$ cat src/rtl/pipe_hazard_ctrl_pkg.sv
// Shared types and constants for the pipeline interlock/forwarding scheduler.
// Holds the forwarding select encodings, the stage-shadow record and the select priority rule.
package pipe_hazard_ctrl_pkg;

    localparam int RA_W_DEF = 5;

    localparam logic [1:0] FWD_NONE = 2'b00;
    localparam logic [1:0] FWD_EALU = 2'b01;
    localparam logic [1:0] FWD_MALU = 2'b10;
    localparam logic [1:0] FWD_MMEM = 2'b11;

    typedef struct packed {
        logic                wreg;
        logic                m2reg;
        logic [RA_W_DEF-1:0] rn;
    } shadow_t;

    // EX beats MEM; a load still in EX has no data yet, so it never forwards.
    function automatic logic [1:0] fwd_sel(input logic e_hit, input logic e_m2reg,
                                           input logic m_hit, input logic m_m2reg);
        if (e_hit && !e_m2reg)      return FWD_EALU;
        else if (m_hit && !m_m2reg) return FWD_MALU;
        else if (m_hit && m_m2reg)  return FWD_MMEM;
        else                        return FWD_NONE;
    endfunction

endpackage

$ cat src/rtl/sat_counter.sv
// Event counter that increments on inc and sticks at all-ones instead of wrapping.
module sat_counter
    import pipe_hazard_ctrl_pkg::*;
#(
    parameter int W = 16
) (
    input  logic         clock,
    input  logic         resetn,
    input  logic         inc,
    output logic [W-1:0] value
);

    logic [W-1:0] value_q;
    logic [W-1:0] value_d;

    always_comb begin
        value_d = value_q;
        if (inc && (value_q != '1)) begin
            value_d = value_q + W'(1);
        end
    end

    always_ff @(posedge clock or negedge resetn) begin
        if (!resetn) begin
            value_q <= '0;
        end else begin
            value_q <= value_d;
        end
    end

    assign value = value_q;

endmodule

$ cat src/rtl/pipe_hazard_ctrl.sv
// Load-use interlock, branch flush and operand-forwarding scheduler for the 5-stage pipeline.
// Tracks EX/MEM destination info in its own shadow registers; the shadow record is sized by RA_W_DEF.
module pipe_hazard_ctrl
    import pipe_hazard_ctrl_pkg::*;
#(
    parameter int RA_W  = RA_W_DEF,
    parameter int CNT_W = 16
) (
    input  logic             clock,
    input  logic             resetn,
    input  logic             hold,
    input  logic [RA_W-1:0]  d_rs,
    input  logic [RA_W-1:0]  d_rt,
    input  logic [RA_W-1:0]  d_rn,
    input  logic             d_wreg,
    input  logic             d_m2reg,
    input  logic             d_users,
    input  logic             d_usert,
    input  logic             jwait,
    output logic             wpcir,
    output logic             de_bubble,
    output logic             if_flush,
    output logic [1:0]       fwda,
    output logic [1:0]       fwdb,
    output logic [CNT_W-1:0] stall_cnt,
    output logic [CNT_W-1:0] flush_cnt
);

    shadow_t e_q, e_d;
    shadow_t m_q, m_d;

    logic e_valid, m_valid;
    logic e_hit_rs, e_hit_rt, m_hit_rs, m_hit_rt;
    logic lu;

    always_comb begin
        e_valid  = e_q.wreg && (e_q.rn != '0);
        m_valid  = m_q.wreg && (m_q.rn != '0);
        e_hit_rs = e_valid && (e_q.rn == d_rs);
        e_hit_rt = e_valid && (e_q.rn == d_rt);
        m_hit_rs = m_valid && (m_q.rn == d_rs);
        m_hit_rt = m_valid && (m_q.rn == d_rt);

        lu = e_q.m2reg && ((d_users && e_hit_rs) || (d_usert && e_hit_rt));

        wpcir     = !hold && !lu;
        de_bubble = lu && !hold;
        if_flush  = jwait && !lu && !hold;

        fwda = fwd_sel(e_hit_rs, e_q.m2reg, m_hit_rs, m_q.m2reg);
        fwdb = fwd_sel(e_hit_rt, e_q.m2reg, m_hit_rt, m_q.m2reg);
    end

    // A stalled ID instruction enters EX as a bubble so it can re-issue next cycle.
    always_comb begin
        e_d = e_q;
        m_d = m_q;
        if (!hold) begin
            m_d = e_q;
            if (lu) begin
                e_d = '0;
            end else begin
                e_d.wreg  = d_wreg;
                e_d.m2reg = d_m2reg;
                e_d.rn    = d_rn;
            end
        end
    end

    always_ff @(posedge clock or negedge resetn) begin
        if (!resetn) begin
            e_q <= '0;
            m_q <= '0;
        end else begin
            e_q <= e_d;
            m_q <= m_d;
        end
    end

    sat_counter #(.W(CNT_W)) u_stall_cnt (
        .clock  (clock),
        .resetn (resetn),
        .inc    (de_bubble),
        .value  (stall_cnt)
    );

    sat_counter #(.W(CNT_W)) u_flush_cnt (
        .clock  (clock),
        .resetn (resetn),
        .inc    (if_flush),
        .value  (flush_cnt)
    );

endmodule

$ cat config.mk
export PLATFORM = sky130hd
export DESIGN_NAME = pipe_hazard_ctrl
export DESIGN_NICKNAME = d
export VERILOG_FILES = /design/src/rtl/pipe_hazard_ctrl_pkg.sv /design/src/rtl/sat_counter.sv /design/src/rtl/pipe_hazard_ctrl.sv
export SDC_FILE = /design/constraint.sdc
export NUM_CORES = 1
export LEC_CHECK = 0
export ABC_CLOCK_PERIOD_IN_PS = 3100
export BUFFER_PORTS_ARGS = -buffer_cell sky130_fd_sc_hd__buf_4
export CAP_MARGIN = 10
export CORE_MARGIN = 2
export CORE_UTILIZATION = 39
export CTS_CLUSTER_DIAMETER = 50
export DETAILED_ROUTE_END_ITERATION = 8
export SLEW_MARGIN = 0
export SYNTH_ARGS = -nofsm -noshare
export SYNTH_HDL_FRONTEND = slang
export SYNTH_SLANG_ARGS = --single-unit
export TNS_END_PERCENT = 100
$ cat constraint.sdc
create_clock -name clock -period 3.1 [get_ports clock]
set_clock_uncertainty 0.05 [all_clocks]
set_input_delay 0.465 -clock clock [delete_from_list [all_inputs] [get_ports clock]]
set_output_delay 0.465 -clock clock [all_outputs]
set_load 0.1 [all_outputs]
==> results.cfg <==
[status]
status = complete, no violations

[synth]
postSynthCellCount = 245
syn_nets = 270
synth_warnings = 0
ys.flop_type = dfrtp_1
synthDistinctLibCells = 41
synth_edf_count = 0
ys_seq_elements = 46
netlist_area_mm2 = 0.002527
avgSynthCellArea_um2 = 10.32
ys_async_sr_fraction = 1.000
ys_seq_area_frac = 0.4554

[grt]
antenna_found_initial = 0
grt_pass1_wl_um = 9045
grt_remaining_overflow = 0
grt_max_degree = 47
grt_pass1_vias = 1884
track_usage = 0.1565

[floorplan]
die_h_um = 84.50
rows = 29
fp.coreArea_mm2 = 0.006314
start_util = 0.4003
die_w_um = 84.50
io_pins = 62
dieArea_mm2 = 0.007140

[timing]
hold_viol = 0
setup_viol = 0
fmax_ghz = 0.3557
drv_slew = 0
slew_headroom = 0.6068
rsz0062_at_grt = false
worstMarginPinSlew_ps = 589.9
setup_tns_ps = 0
fin_crit_sh = 0.9070
holdWs_ps = 127.3
fin_crit_ps = 2812

[power]
max-vdd-ir-drop_uv = 684.3
p_per_area_mw_per_mm2 = 534.2
p_leak_uw = 0.001494

[clock_tree]
clk_latency_ps = 290
cts_resized = 0
htreeDepth = 2
cts_num_sinks = 46
cts_made_buffers = 5
tritoncts = done
post-cts-setup-buffer-count = 0
ctsHoldBuffers = 0
cts_root_buf = clkbuf_8
cts_buffer_depth = 2
clk_pin_slew_worst_paths_ps = 80

[layout]
syn2layout_area_growth_pct = 24.16
nets = 333
fin_area_mm2 = 0.003138
layout-drive-gt1-share = 0.2866
diodes = 0
final_util = 0.4970

[critical_path]
r2r_slack_ps = 860
r2r-start = e_q[1]
worstSetupEndpointType = output port
r2r-end = u_stall_cnt.value[1]
cp.arrival_ps = 2300
crit_path_start_kind = flip-flop
crit_path_max_fanout = 15
crit_required_ps = 2580
path_class = reg -> out
ff2ff_path_depth = 6

[routing]
vias_per_cell = 5.122
drt-total-wl_um = 5328
postRouteAntennaNets = 0
routedWlPerCell_um = 13.88
detail_route.drc_violations = 0
drt_first_pass_iters = 4
drtIter0Drc = 57
vias = 1967

[flow_run]
drv_cap = 0

[placed_design]
gp_congestion = 0.8371
dp_hpwl_um = 3935
port_buffers = 61
placed_cell_area_mm2 = 0.003055

[hold_path]
hold_path_class = in -> async
## routing by layer
| metal | track usage | share of wire |
|---|---|---|
| met3 | 0.04228 | 0.056 |
| met2 | 0.2484 | 0.45 |
| met1 | 0.2090 | 0.48 |
| met5 | 0 | 0 |
| met4 | 0.05051 | 0.012 |
## registers in the layout, indices dropped and copies added, names as in the netlist
name               count
u_flush_cnt.value     16
u_stall_cnt.value     16
e_q                    7
m_q                    7
## cell usage after synthesis, drive strengths merged, types with 2 or more instances
cell,number,area share
nor4,8,0.043
nand2,33,0.050
nor2b,2,0.0049
xor2,20,0.069
nand3,19,0.038
a31oi,2,0.0049
xnor2,27,0.094
mux2,8,0.036
and3,9,0.022
clkbuf,3,0.0045
or4,2,0.0074
o21ai,9,0.022
nand4,7,0.017
nor4b,3,0.010
buf,5,0.016
dfrtp,46,0.46
nor3b,2,0.0059
inv,5,0.0074
nor2,8,0.015
nor3,9,0.018
ha,2,0.0099
and2,4,0.0099
and4,2,0.0069
nand3b,3,0.0089
## report_power, final
group | total [uW] | internal (uW) | leakage, uW | switching [uW]
Combinational | 582 | 159 | 0.000853 | 423
Sequential | 737 | 660 | 0.000598 | 77.5
Clock | 357 | 172 | 0.0000431 | 185
## per-stage QoR
| step | cells | setup slack, ps | total power, uW |
|---|---|---|---|
| 2_1_floorplan | 245 | 133.7 | 1186 |
| 3_3_place_gp | 378 | 627.8 | 1333 |
| 3_5_place_dp | 378 | 593.6 | 1335 |
| 4_1_cts | 384 | 258.9 | 1701 |
| 5_1_grt | 384 | 98.40 | 1758 |
| 6_report | 384 | 288.4 | 1676 |
## layout make-up
type | count | area, um2
clock buffers | 6 | 82.58
repair buffers | 64 | 480.5
inverters | 5 | 18.77
fillers | 629 | 3176
well taps | 77 | 96.34
flip-flops and latches | 46 | 1151
multi-input cells | 186 | 1309
## logic make-up (layout without fill, tap and decap cells)
family | after synthesis | after routing | synth area share
compound gates | 15 | 15 | 0.04307
xor+xnor | 47 | 47 | 0.1629
fa+ha+maj | 2 | 2 | 0.009899
buf+inv | 13 | 75 | 0.02772
flops | 46 | 46 | 0.4554
mux | 8 | 8 | 0.03564
simple gates | 114 | 114 | 0.2653
## cell usage in the layout, fill, tap and decap left out, drive strengths merged, types with 2 or more instances in the layout
| cell type | n |
|---|---|
| or4 | 2 |
| clkbuf | 6 |
| nor3 | 9 |
| nor3b | 2 |
| dfrtp | 46 |
| inv | 5 |
| nor4b | 3 |
| nand3 | 19 |
| o21ai | 9 |
| xnor2 | 27 |
| xor2 | 20 |
| ha | 2 |
| buf | 64 |
| nand4 | 7 |
| and4 | 2 |
| nand3b | 3 |
| nor2b | 2 |
| mux2 | 8 |
| nor2 | 8 |
| and3 | 9 |
| nand2 | 33 |
| nor4 | 8 |
| and2 | 4 |
| a31oi | 2 |
## worst max-delay path: stages (launching register included)
cell	delay, ps
dfrtp_1	440
or4_4	560
nor2_4	170
nor4_4	90
o21bai_4	380
inv_1	110
buf_4	250
## worst max path at each step
| stage | from | to | slack (ps) | depth (start not counted) |
|---|---|---|---|---|
| final | e_q[1] | de_bubble | 290 | 6 |
| after global routing | e_q[1] | de_bubble | 100 | 6 |
| after CTS | e_q[1] | de_bubble | 260 | 6 |
| after detailed placement | e_q[1] | de_bubble | 590 | 6 |
| after global placement | e_q[1] | de_bubble | 630 | 6 |
| after floorplan | e_q[1] | wpcir | 130 | 6 |
(Power assumes the default switching activity.)
